[src/rtl/backprop_sequencer.sv]
// -----------------------------------------------------------------------------
// backprop_sequencer
//
// Produces the per-cycle control word for the backprop register chain. A pass
// walks the layers from last to first and the step slots of each layer, one
// word per unstalled cycle. After the last word it waits for the register
// pipeline to drain and then pulses done.
//
// Ports:
//   clk               - single clock, rising edge
//   rst_n             - synchronous active-low reset
//   start             - request a pass (sampled only while idle)
//   num_layers        - layers to process, latched when start is accepted
//   stall             - downstream hold; while running, emits enable=0 words
//   backprop_controll - registered word {enable, last, layer_idx, step_idx}
//   busy              - pass in progress (accept+1 through the cycle before done)
//   done              - one-cycle completion pulse
// -----------------------------------------------------------------------------
module backprop_sequencer #(
    parameter int unsigned steps_per_layer        = 3,
    parameter int unsigned pipe_depth             = 4,
    parameter int unsigned backprop_controll_size = 66
) (
    input  logic                              clk,
    input  logic                              rst_n,
    input  logic                              start,
    input  logic [31:0]                       num_layers,
    input  logic                              stall,
    output logic [backprop_controll_size-1:0] backprop_controll,
    output logic                              busy,
    output logic                              done
);

    typedef enum logic [1:0] {
        IDLE  = 2'd0,
        RUN   = 2'd1,
        DRAIN = 2'd2
    } state_t;

    localparam logic [31:0] last_step  = 32'(steps_per_layer - 1);
    localparam logic [31:0] last_drain = 32'(pipe_depth - 1);

    state_t                            state_q, state_d;
    logic [31:0]                       layer_cnt_q, layer_cnt_d;
    logic [31:0]                       step_cnt_q, step_cnt_d;
    logic [31:0]                       drain_cnt_q, drain_cnt_d;
    logic [backprop_controll_size-1:0] word_q, word_d;
    logic                              busy_q, busy_d;
    logic                              done_q, done_d;
    logic                              is_last;

    // NOTE: every signal written here gets a default before the case statement,
    // so no path leaves a value unassigned and no latch is inferred.
    always_comb begin
        state_d     = state_q;
        layer_cnt_d = layer_cnt_q;
        step_cnt_d  = step_cnt_q;
        drain_cnt_d = drain_cnt_q;
        word_d      = '0;
        busy_d      = busy_q;
        done_d      = 1'b0;
        is_last     = (layer_cnt_q == 32'd0) && (step_cnt_q == last_step);

        unique case (state_q)
            IDLE: begin
                if (start) begin
                    if (num_layers != 32'd0) begin
                        layer_cnt_d = num_layers - 32'd1;
                        step_cnt_d  = 32'd0;
                        drain_cnt_d = 32'd0;
                        busy_d      = 1'b1;
                        state_d     = RUN;
                    end else begin
                        // Empty pass: complete immediately without going busy.
                        done_d = 1'b1;
                    end
                end
            end

            RUN: begin
                if (stall) begin
                    // Position is still visible, but enable=0 so nothing consumes it.
                    word_d = {1'b0, 1'b0, layer_cnt_q, step_cnt_q};
                end else begin
                    word_d = {1'b1, is_last, layer_cnt_q, step_cnt_q};
                    if (is_last) begin
                        layer_cnt_d = 32'd0;
                        step_cnt_d  = 32'd0;
                        drain_cnt_d = 32'd0;
                        state_d     = DRAIN;
                    end else if (step_cnt_q == last_step) begin
                        step_cnt_d  = 32'd0;
                        layer_cnt_d = layer_cnt_q - 32'd1;
                    end else begin
                        step_cnt_d  = step_cnt_q + 32'd1;
                    end
                end
            end

            DRAIN: begin
                // The last word needs pipe_depth edges to reach the final consumer.
                if (drain_cnt_q == last_drain) begin
                    drain_cnt_d = 32'd0;
                    done_d      = 1'b1;
                    busy_d      = 1'b0;
                    state_d     = IDLE;
                end else begin
                    drain_cnt_d = drain_cnt_q + 32'd1;
                end
            end

            default: begin
                state_d = IDLE;
            end
        endcase
    end

    // NOTE: reset is sampled on the clock edge only, and all state updates use
    // non-blocking assignments so every flop sees pre-edge values.
    always_ff @(posedge clk) begin
        if (!rst_n) begin
            state_q     <= IDLE;
            layer_cnt_q <= '0;
            step_cnt_q  <= '0;
            drain_cnt_q <= '0;
            word_q      <= '0;
            busy_q      <= 1'b0;
            done_q      <= 1'b0;
        end else begin
            state_q     <= state_d;
            layer_cnt_q <= layer_cnt_d;
            step_cnt_q  <= step_cnt_d;
            drain_cnt_q <= drain_cnt_d;
            word_q      <= word_d;
            busy_q      <= busy_d;
            done_q      <= done_d;
        end
    end

    assign backprop_controll = word_q;
    assign busy              = busy_q;
    assign done              = done_q;

endmodule

[config.mk]
export PLATFORM = sky130hd
export DESIGN_NAME = backprop_sequencer
export DESIGN_NICKNAME = d
export VERILOG_FILES = /design/src/rtl/backprop_sequencer.sv
export SDC_FILE = /design/constraint.sdc
export NUM_CORES = 1
export LEC_CHECK = 0
export ABC_AREA = 1
export CORE_MARGIN = 1
export CORE_UTILIZATION = 55
export DETAILED_ROUTE_END_ITERATION = 16
export PLACE_DENSITY = 0.78
export SETUP_SLACK_MARGIN = 0.2
export SLEW_MARGIN = 20
export SYNTH_ARGS = -nofsm -noshare
export SYNTH_HDL_FRONTEND = slang
export SYNTH_SLANG_ARGS = --single-unit
[constraint.sdc]
create_clock -name clk -period 2.68 [get_ports clk]
set_input_delay 0.536 -clock clk [delete_from_list [all_inputs] [get_ports clk]]
set_output_delay 0.536 -clock clk [all_outputs]
set_load 0.02 [all_outputs]
# [Word-level counts from Yosys, hierarchy flattened]
# Index checks and enable logic that the tools add are counted.
[op_classes] addsub=4 n_eq_ne=10 n_reduce_logical=14 mux=31 bitwise=2
[op_table] cell="32-bit 2-to-1 mux" count=13
[op_table] cell="32-bit one-hot mux with 2 select lines" count=2
[op_table] cell="32-bit one-hot mux with 3 select lines" count=1
[op_table] cell="66-bit 2-to-1 mux" count=1
[op_table] cell="32-bit by 1-bit adder with 32-bit output (second input constant)" count=2
[op_table] cell="32-bit by 2-bit equality test with 1-bit output (second input constant)" count=2
[op_table] cell="32-bit by 1-bit subtractor with 32-bit output (second input constant)" count=2
[op_table] cell="32-bit logical NOT" count=1
[op_table] cell="32-bit nonzero test" count=1
[op_table] cell="5-bit AND reduction" count=3
[op_table] cell="2-bit 2-to-1 mux" count=5
[op_table] cell="2-bit inequality test (second input constant)" count=5
[op_table] cell="4-bit AND reduction" count=2
[op_table] cell="1-bit 2-to-1 mux" count=6
[op_table] cell="2-bit one-hot mux with 3 select lines" count=1
[op_table] cell="1-bit one-hot mux with 2 select lines" count=2
[op_table] cell="2-bit nonzero test" count=2
[op_table] cell="3-bit inequality test (second input constant)" count=1
[op_table] cell="3-bit nonzero test" count=1
[op_table] cell="3-bit OR reduction" count=1
[op_table] cell="2-bit by 1-bit equality test with 1-bit output (second input constant)" count=1
[op_table] cell="2-bit equality test (second input constant)" count=1
[op_table] cell="2-bit logical NOT" count=1
[op_table] cell="1-bit inverter" count=2
[op_table] cell="other kinds (2)" count=2
[totals] output_inout_bits=68 regBits=166 in_bits=36 wordCells=69

# [Longest topological paths before layout]
# Gate-level depths: netlist (run 1).
[depth] ltp_word=5 depth_mapped=14 depth_no_buf=13

# [Least setup slack after synthesis (run 1)]
# OpenSTA, ideal clock, no wires.
[synth_path] path_kind="reg2reg" from="register state_q[0]" to="register layer_cnt_q[4]" path_stages_with_launch=14 slack_ns=0.816 required_time_ns=2.563 setup_ns=0.117 period_less_slack_ns=1.864 n_path_buf=1 t_arrival_ns=1.747 cell_sequence="dfxtp_1 -> inv_1 -> ha_1 -> inv_2 -> nor2_1 -> nor2_2 -> inv_2 -> a21oi_1 -> inv_2 -> nor2_4 -> nand2_4 -> buf_4 -> nor3_1 -> nor2_1"
[synth_via] elab_chain_cells=3 word_cells_on_any_way=9 cone_classes="eq/ne: 5; mux: 1; reduce/logical: 3"
[synth_rtl] element="from (decl)" line="43" rtl="state_t state_q, state_d;"
[synth_rtl] element="from (signal assigned)" line="130" rtl="state_q <= state_d;"
[synth_rtl] element="2-bit by 1-bit equality test with 1-bit output or 2-bit logical NOT (tied branches)" line="64" rtl="unique case (state_q)"
[synth_rtl] element="3-bit inequality test (no line), or another cell as far along"
[synth_rtl] element="5-bit AND reduction (no line)"
[synth_rtl] element="to (signal assigned)" line="131" rtl="layer_cnt_q <= layer_cnt_d;"
[synth_rtl] element="to (decl)" line="44" rtl="logic [31:0] layer_cnt_q, layer_cnt_d;"
# Several ways; a longest one is shown, not always the timed one.
# A chain may end at the register's enable or synchronous reset.

# [Worst setup path after layout (run 1)]
[layout_path] from="input port num_layers[0]" to="register layer_cnt_q[19]"
[layout_via] elab_chain_cells=4 word_cells_on_any_way=7 cone_classes="add/sub: 1; eq/ne: 1; mux: 3; reduce/logical: 2"
[layout_rtl] element="from (decl)" line="27" rtl="input logic [31:0] num_layers,"
[layout_rtl] element="32-bit by 1-bit subtractor with 32-bit output" line="68" rtl="layer_cnt_d = num_layers - 32'd1;"
[layout_rtl] element="32-bit 2-to-1 mux" line="67" rtl="if (num_layers != 32'd0) begin"
[layout_rtl] element="32-bit 2-to-1 mux" line="66" rtl="if (start) begin"
[layout_rtl] element="32-bit one-hot mux with 2 select lines" line="64"
# Several ways; a longest one is shown, not always the timed one. The select of a mux whose other input is x is not followed.

==> impl_metrics.yaml, run 1 <==
run_status:
  status: "finished, final reports clean"
drt:
  ant_nets: 0
  vias: 10374
  routed_wl_um: 28340
  drtIter0Drc: 910
  drc_errors: 0
  wl_per_cell_um: 14.64
  drtPass1Iterations: 5
  via_per_inst: 5.358
timing:
  timing.hold.ws_ns: 0.4667
  worst_slew_pin_slew_ns: 0.5258
  hold_viol: 0
  finClkSkew_ns: 0.009884
  fin_ws_ns: 0.3964
  post-route-period-util_pct: 85.21
  rsz0062_at_grt: "no"
  fmax_mhz: 437.9
  finalMaxSlewViolations: 0
  max_slew_margin_pct: 64.68
  setup-violations-final: 0
  timing.final.crit_period_ns: 2.284
floorplan:
  die_area_um2: 17960
  io_pins: 104
  num_rows: 47
  core_area_um2: 16820
  die_w_um: 134.0
  die_h_um: 134.0
  start_util_pct: 56.99
global_route:
  groute.usage.overall_pct: 32.15
  gr-total-overflow: 0
  grt_max_degree: 42
  antenna_found_initial: 0
  grt_pass1_vias: 9380
  grt_pass1_wl_um: 45850
logic_synthesis:
  yosys.cell_types.count: 33
  synthCells: 1574
  synth_area_um2: 9584
  synth.avg_cell_area_um2: 6.089
  ys_warn_count: 0
  ys_seq_area_share_pct: 34.67
  synth_nets: 1619
  ys_ff_latch: 166
  synth_area_leaders: "dfxtp_1 (35%), nor2_1 (16%), nand2_1 (16%)"
  synth_area_leader_cell: "dfxtp_1"
  synth_top_area_share_pct: 34.67
worst_setup_path:
  crit_type: "in -> reg"
  crit_arrival_ns: 2.60
  critPathRequiredTime_ns: 3.00
  end_kind: "register"
  critPathLaunchType: "input pin"
  regToRegSetupSlack_ns: 0.42
  path_max_fanout: 30
power_and_ir_drop:
  power_density_nw_per_um2: 788.7
  sw_frac_of_total_pct: 40.16
  power_switching_w: 0.003728
  combPwrFrac_pct: 39.9
  vdd_drop_max_uv: 554.8
  internal_power_w: 0.005556
  p_clk_share_pct: 28.0
  total_power_w: 0.009284
  p_leak_nw: 4.553
  pwr-share-seq_pct: 32.1
clocking:
  cts_tree: "done"
  htreeDepth: 4
  clk_latency_ns: 0.43
  clock-sinks: 166
  cts_buffers: 17
  clk_path_buf_depth: 2
  postCtsHoldBufs: 0
  clk_pin_slew_ns: 0.06
  root_buffer: "clkbuf_16"
final_layout:
  diodes: 0
  finalNetCount: 1748
  fill_cells: 1537
  final_cell_mix: "nor2_1 (420), nand2_1 (395), dfxtp_1 (166)"
  final_common_cell: "nor2_1"
  drive_gt1_share_pct: 7.284
  syn2layout_area_growth_pct: 22.82
placement:
  dp.final_hpwl_um: 20970
  io_buffers: 103
  place_ws_ns: -0.1572
  gp_congestion: 0.9781
job:
  drv_cap: 0
min_path:
  hp-class: "reg -> reg"
==> area by class of cell <==
type	instances	area [µm²]	share of cell area, %
multi-input cells	1216	5495	46.68
flip-flops and latches	166	3323	28.23
repair buffers	153	1498	12.72
inverters	149	559.3	4.751
clock buffers	20	446.7	3.795
well taps	220	275.3	2.338
clock inverters	12	173.9	1.477
==> final timing paths <==
check | startpoint | to | cells after the start
min reg2reg | busy$_SDFFE_PN0P_ | busy$_SDFFE_PN0P_ | 2
max | num_layers[0] | layer_cnt_q[19]$_SDFFE_PN0P_ | 14
max reg2reg | state_q[0]$_SDFFE_PN0P_ | layer_cnt_q[19]$_SDFFE_PN0P_ | 13
min | busy$_SDFFE_PN0P_ | busy$_SDFFE_PN0P_ | 2
==> cells in the mapped netlist (all sizes together) <==
library cell  number
nor2             433
nand2            405
dfxtp            166
inv              149
nand3             99
a21oi             77
o21ai             66
nor3              40
xor2              29
nand4             26
buf               23
clkbuf            21
xnor2             12
ha                 9
a21o               5
and2               4
or2                4
nand3b             2
o21bai             2
nor4               1
o2111ai            1
==> cells by family after synthesis <==
family                     after synthesis  share of synthesized area, %
AOI/OAI and AO/OA                      151                         8.538
buffers and inverters                  193                         8.329
adders and majority gates                9                         1.175
DFF                                    166                         34.67
xor gates and xnor gates                41                         3.747
and+or+nand+nor                       1014                         43.54
==> registers in the layout (all words and copies together) (netlist names) <==
register / flops
done: 1
drain_cnt_q: 32
state_q: 2
busy: 1
backprop_controll: 66
step_cnt_q: 32
layer_cnt_q: 32
==> worst max-delay path, cell delays in order <==
cell	delay, ns
clkdlybuf4s50_1	0.47
inv_1	0.06
ha_1	0.22
nand2_1	0.07
nor2_1	0.04
nand3_1	0.05
nor2_1	0.07
nand2_1	0.11
nand2_1	0.13
nor2_2	0.24
buf_12	0.22
o21ai_0	0.18
nor2_1	0.13
nor2_1	0.05
==> through the flow <==
| stage | cell area (µm²) | instances | utilization [%] | TNS [ns] |
|---|---|---|---|---|
| 2_1_floorplan | 9584 | 1574 | - | 0 |
| 3_3_place_gp | 11060 | 1899 | 65.77 | -0.2951 |
| 3_5_place_dp | 11060 | 1899 | 65.77 | -2.306 |
| 4_1_cts | 11700 | 1932 | 69.56 | 0 |
| 5_1_grt | 11770 | 1936 | 69.99 | 0 |
| 6_report | 11770 | 1936 | 69.99 | 0 |
==> what timing repair did <==
action | 4_1_cts | 5_1_grt
resized for setup | 1 | 4
endpoints found under the setup margin | 31 | 33
buffers inserted | 0 | 4
pin swaps | 1 | 2
cloned | 1 | 0
==> routing by layer <==
layer / up-vias / track usage [%] / routed length (µm)
met5: - / 0 / 0
met4: 0 / 13.51 / 977
met3: 69 / 5.367 / 1494
met2: 358 / 54.17 / 13340
met1: 4751 / 40.51 / 12530
li1: 5196 / - / -
==> power by group through the flow <==
| stage | Combinational [W] | Sequential [W] | Clock (W) |
|---|---|---|---|
| floorplan | 0.00241 | 0.00301 | 0 |
| finish | 0.00370 | 0.00298 | 0.00260 |
| global route | 0.00407 | 0.00301 | 0.00273 |
| detailed placement | 0.00343 | 0.00302 | 0 |
| global placement | 0.00338 | 0.00302 | 0 |
| CTS | 0.00350 | 0.00297 | 0.00263 |
(Power assumes the default switching activity.)
==> run 2, diff against run 1 <==
--- a/config.mk
+++ b/config.mk
@@ -9,7 +9,9 @@
 export CORE_MARGIN = 1
 export CORE_UTILIZATION = 55
 export DETAILED_ROUTE_END_ITERATION = 16
+export GPL_ROUTABILITY_DRIVEN = 0
 export PLACE_DENSITY = 0.78
+export REMOVE_ABC_BUFFERS = 1
 export SETUP_SLACK_MARGIN = 0.2
 export SLEW_MARGIN = 20
 export SYNTH_ARGS = -nofsm -noshare
==> constraint.sdc (replaced) <==
create_clock -name clk -period 2.7 [get_ports clk]
set_input_delay 0.54 -clock clk [delete_from_list [all_inputs] [get_ports clk]]
set_output_delay 0.54 -clock clk [all_outputs]
set_load 0.02 [all_outputs]
==> run 2 against run 1 <==
- hold slack got worse by 0.018 ns
- largest power group unchanged
- wire length fell by 4.0%
- die area stayed put
- critical path type is now reg -> reg
- clock skew about the same
==> impl_metrics.yaml, run 2 (same netlist as run 1, synthesis figures left out) <==
floorplan:
  die_area_um2: 17960
  num_rows: 47
  io_pins: 104
  core_area_um2: 16820
  die_h_um: 134.0
  start_util_pct: 56.99
  die_w_um: 134.0
final_layout:
  finalNetCount: 1727
  syn2layout_area_growth_pct: 20.73
  largest_register_ffs: 66
  layout.cells.non_filler: 1915
  final_cell_mix: "nor2_1 (420), nand2_1 (396), dfxtp_1 (166)"
  drive_gt1_share_pct: 6.195
  final_common_cell: "nor2_1"
  fill_cells: 1524
  diodes: 0
drt:
  routed_wl_um: 27220
  drc_errors: 0
  vias: 10317
  ant_nets: 0
  drtIter0Drc: 927
  wl_per_cell_um: 14.21
  drtPass1Iterations: 6
  via_per_inst: 5.387
clocking:
  htreeDepth: 4
  root_buffer: "clkbuf_16"
  cts_buffers: 17
  cts_tree: "done"
  clock-sinks: 166
  cts_setup_buffers: 0
  clk_latency_ns: 0.44
  clk_path_buf_depth: 2
  clk_pin_slew_ns: 0.07
placement:
  io_buffers: 103
  dp.cells: 1883
  dp.final_hpwl_um: 20000
min_path:
  hp-class: "reg -> reg"
  hold_depth: 2
timing:
  timing.final.crit_period_ns: 2.275
  post-route-period-util_pct: 84.27
  worst_slew_pin_slew_ns: 0.6149
  finalSetupTns_ns: 0
  rsz0062_at_grt: "no"
  hold_viol: 0
  finClkSkew_ns: 0.009736
  max_slew_margin_pct: 58.69
  finalMaxSlewViolations: 0
  setup-violations-final: 0
  fmax_mhz: 439.5
worst_setup_path:
  reg2reg_depth: 12
  crit_arrival_ns: 2.60
  slowest_delay_ns: 0.32
  slowest_stage: "dfxtp_1"
  crit_type: "reg -> reg"
  critPathLaunchType: "register"
  path_max_fanout: 34
  path_cells: "inv_1 > ha_1 > nand2_2 > nor2_4 > nand2_2 > nor2_4 > nand2_4 > nand2_4 > nand2_2 > buf_12 > o21ai_0 > nor2_1"
  path_depth: 12
  end_kind: "register"
  critPathMostFrequentCell: "nand2_2"
  critPathRequiredTime_ns: 3.03
  cp_top_family: "simple AND/OR/NAND/NOR gates"
  critPathBufInv: 2
  regToRegSetupSlack_ns: 0.42
global_route:
  grt_pass1_vias: 9069
  grt_max_degree: 50
  antenna_found_initial: 0
  gr-total-overflow: 0
  grt_pass1_wl_um: 43300
  groute.usage.overall_pct: 30.31
job:
  drv_cap: 0
power_and_ir_drop:
  power_density_nw_per_um2: 780.0
  p_leak_nw: 4.444
  vdd_drop_max_uv: 539.4
run_status:
  status: "finished, final reports clean"
-- run 2: cell types whose count changed in the layout (fill, tap and decap cells not counted), moves of 2 or more --
cell	delta
clkinv_2	-3
buf_12	-2
buf_4	-17
inv_8	+2
clkbuf_1	-2
inv_6	+4
-- run 2: per-layer routing --
layer  up-vias  track usage [%]  share of wire (%)
li1       5155                -                  -
met1      4593            38.09                 42
met2       499            50.66                 47
met3        70            5.367                7.2
met4         0            13.51                3.1
met5         -                0                  0
-- run 2: report_power, final --
part / internal, W / leakage, nW / switching, W
Clock: 0.00151 / 0.307 / 0.00109
Combinational: 0.00113 / 2.79 / 0.00235
Sequential: 0.00269 / 1.35 / 0.000256
Total: 0.00533 / 4.44 / 0.00369
-- run 2: worst paths after layout --
path / startpoint / end
worst max-delay path: layer_cnt_q[0]$_SDFFE_PN0P_ / drain_cnt_q[1]$_SDFFE_PN0P_
worst min-delay path: busy$_SDFFE_PN0P_ / busy$_SDFFE_PN0P_
worst max register to register: layer_cnt_q[0]$_SDFFE_PN0P_ / drain_cnt_q[1]$_SDFFE_PN0P_
worst min register to register: busy$_SDFFE_PN0P_ / busy$_SDFFE_PN0P_
-- run 2: layout make-up --
class                           instances  area [µm²]  area share, %
Multi-Input combinational cell       1215        5469          47.26
Sequential cell                       166        3323          28.72
Timing Repair Buffer                  133        1319          11.40
Inverter                              149       559.3          4.833
Clock buffer                           18       439.2          3.795
Tap cell                              220       275.3          2.379
Clock inverter                         14       186.4          1.611
-- run 2: timing repair --
item / 4_1_cts / 5_1_grt
setup endpoints to repair: 0 / 7
hold buffers: 0 / 0
resized for setup: 0 / 1
-- run 2: worst min-delay path, delay by kind of cell (launching register included) --
family,cells,cell delay (ns)
compound gates,1,0.05
buf+inv,1,0.05
flops,1,0.31
-- run 2: stage by stage --
step / util [%] / setup WS (ns) / hold WS, ns / power [W] / area, µm²
floorplan: - / -0.9526 / 0.4442 / 0.005093 / 9345
global placement: 65.06 / 0.1373 / 0.4332 / 0.006338 / 10940
detailed placement: 65.06 / 0.06722 / 0.4454 / 0.006387 / 10940
CTS: 68.78 / 0.4229 / 0.4557 / 0.008987 / 11570
global route: 68.80 / 0.2457 / 0.5003 / 0.009511 / 11570
finish: 68.80 / 0.4247 / 0.4483 / 0.009026 / 11570
==> run 3, diff against run 2 <==
==> constraint.sdc (replaced) <==
create_clock -name clk -period 2.4 [get_ports clk]
set_input_delay 0.48 -clock clk [delete_from_list [all_inputs] [get_ports clk]]
set_output_delay 0.48 -clock clk [all_outputs]
set_load 0.02 [all_outputs]
==> run 3 against run 2 <==
- clock skew is 0.00054 ns higher
- cell count is 3.3% higher
- via count is 2.8% higher
- sequential power is 13% higher
- clock power is 2% higher
- wire length is 4.6% higher
- worst setup slack worse by 0.12 ns
- cell area is 4.3% higher
- critical path depth is 2 lower
- global-route usage is 1.8 points higher
- critical path type unchanged
- largest power group unchanged
==> impl_metrics.yaml, run 3 (same netlist as run 1, synthesis figures left out) <==
clocking:
  htreeDepth: 4
  cts_buffers: 17
  clk_path_buf_depth: 2
  clk_latency_ns: 0.44
  clk_pin_slew_ns: 0.07
  clock-sinks: 166
  root_buffer: "clkbuf_16"
  cts_tree: "done"
timing:
  max_slew_margin_pct: 57.71
  post-route-period-util_pct: 87.19
  rsz0062_at_grt: "yes"
  finClkSkew_ns: 0.01028
  finalMaxSlewViolations: 0
  timing.final.crit_period_ns: 2.093
  worst_slew_pin_slew_ns: 0.6294
  fmax_mhz: 477.9
  setup-violations-final: 0
  hold_viol: 0
  timing.hold.ws_ns: 0.4432
worst_setup_path:
  end_kind: "register"
  r2r_start: "step_cnt_q[0]$_SDFFE_PN0P_"
  crit_arrival_ns: 2.41
  critPathLaunchType: "register"
  crit_start: "step_cnt_q[0]$_SDFFE_PN0P_"
  critPathRequiredTime_ns: 2.72
  path_max_fanout: 14
  crit_type: "reg -> reg"
final_layout:
  stdcell_area_um2: 12070
  finalNetCount: 1791
  final_common_cell: "nor2_1"
  final_cell_mix: "nor2_1 (417), nand2_1 (395), dfxtp_1 (166)"
  syn2layout_area_growth_pct: 25.98
  fill_cells: 1442
  drive_gt1_share_pct: 10.07
  largest_register_ffs: 66
  layout.cells.non_filler: 1978
  diodes: 0
power_and_ir_drop:
  power_density_nw_per_um2: 855.4
  p_leak_nw: 4.740
  vdd_drop_max_uv: 653.3
drt:
  wl_per_cell_um: 14.39
  drtPass1Iterations: 8
  drc_errors: 0
  via_per_inst: 5.359
  drtIter0Drc: 908
  vias: 10601
  ant_nets: 0
  routed_wl_um: 28460
floorplan:
  die_area_um2: 17960
  core_area_um2: 16820
  io_pins: 104
  start_util_pct: 56.99
  die_h_um: 134.0
  num_rows: 47
  die_w_um: 134.0
job:
  drv_cap: 0
global_route:
  antenna_found_initial: 0
  gr-total-overflow: 0
  grt_pass1_wl_um: 45730
  groute.usage.overall_pct: 32.10
  grt_pass1_vias: 9541
  grt_max_degree: 50
run_status:
  status: "finished, final reports clean"
placement:
  io_buffers: 103
  dp.final_hpwl_um: 21140
  dp.cells: 1945
  post_dp_cell_area_um2: 11440
min_path:
  min-delay-start: "busy$_SDFFE_PN0P_"
  hp-class: "reg -> reg"
[run 3: cell count changes in the layout (fill, tap and decap cells not counted), moves of 2 or more]
| cell | change |
|---|---|
| ha_1 | -2 |
| bufinv_16 | -2 |
| buf_12 | +3 |
| buf_6 | +3 |
| clkinvlp_4 | +2 |
| buf_4 | +58 |
| nor2_4 | +2 |
| ha_2 | +2 |
| nor2_1 | -3 |
[run 3: layer usage]
| metal | wire, µm | GRT usage [%] |
|---|---|---|
| met2 | 13530 | 53.97 |
| met4 | 986 | 15.03 |
| met1 | 11930 | 39.89 |
| met5 | 0 | 0 |
| met3 | 2017 | 5.556 |
[run 3: cell type report]
type / count / area (µm²) / share of cell area, %
multi-input cells: 1215 / 5504 / 45.59
flip-flops and latches: 166 / 3323 / 27.52
repair buffers: 197 / 1848 / 15.31
inverters: 149 / 559.3 / 4.632
clock buffers: 17 / 425.4 / 3.523
well taps: 220 / 275.3 / 2.280
clock inverters: 14 / 138.9 / 1.150
[run 3: worst max-delay path, stage by stage, from the launching register on]
cell     delay, ns
dfxtp_1       0.33
inv_1         0.12
ha_1          0.22
nand3_1       0.09
nor2_1        0.10
nand2_1       0.12
o21ai_0       0.37
nand2_4       0.08
buf_4         0.21
nor3_1        0.25
nor2_1        0.08
[run 3: what timing repair did]
action,CTS,global route
gates resized for setup,1,14
hold buffers,0,0
pin swaps,0,1
setup endpoints to repair,1,39
buffers inserted,0,2
cloned,0,0
[run 3: stage by stage]
stage | power (W) | worst slack [ns] | utilization [%] | TNS (ns)
detailed placement | 0.007514 | -0.1166 | 68.05 | -2.117
floorplan | 0.005730 | -1.253 | - | -59.75
CTS | 0.01018 | 0.2354 | 71.43 | 0
finish | 0.01033 | 0.3074 | 71.79 | 0
global route | 0.01089 | 0.1795 | 71.79 | 0
global placement | 0.007447 | -0.08018 | 68.05 | -0.5326
[run 3: path summary, 6_finish.rpt]
check / end / slack (ns) / cells after the start
worst max-delay path: layer_cnt_q[5]$_SDFFE_PN0P_ / 0.31 / 10
worst max register to register: layer_cnt_q[5]$_SDFFE_PN0P_ / 0.31 / 10
worst min register to register: busy$_SDFFE_PN0P_ / 0.44 / 2
worst min-delay path: busy$_SDFFE_PN0P_ / 0.44 / 2
[run 3: where the power goes]
group	switching [W]	internal (W)
combinational	0.00276	0.00159
sequential	0.000291	0.00303
clock	0.00121	0.00145
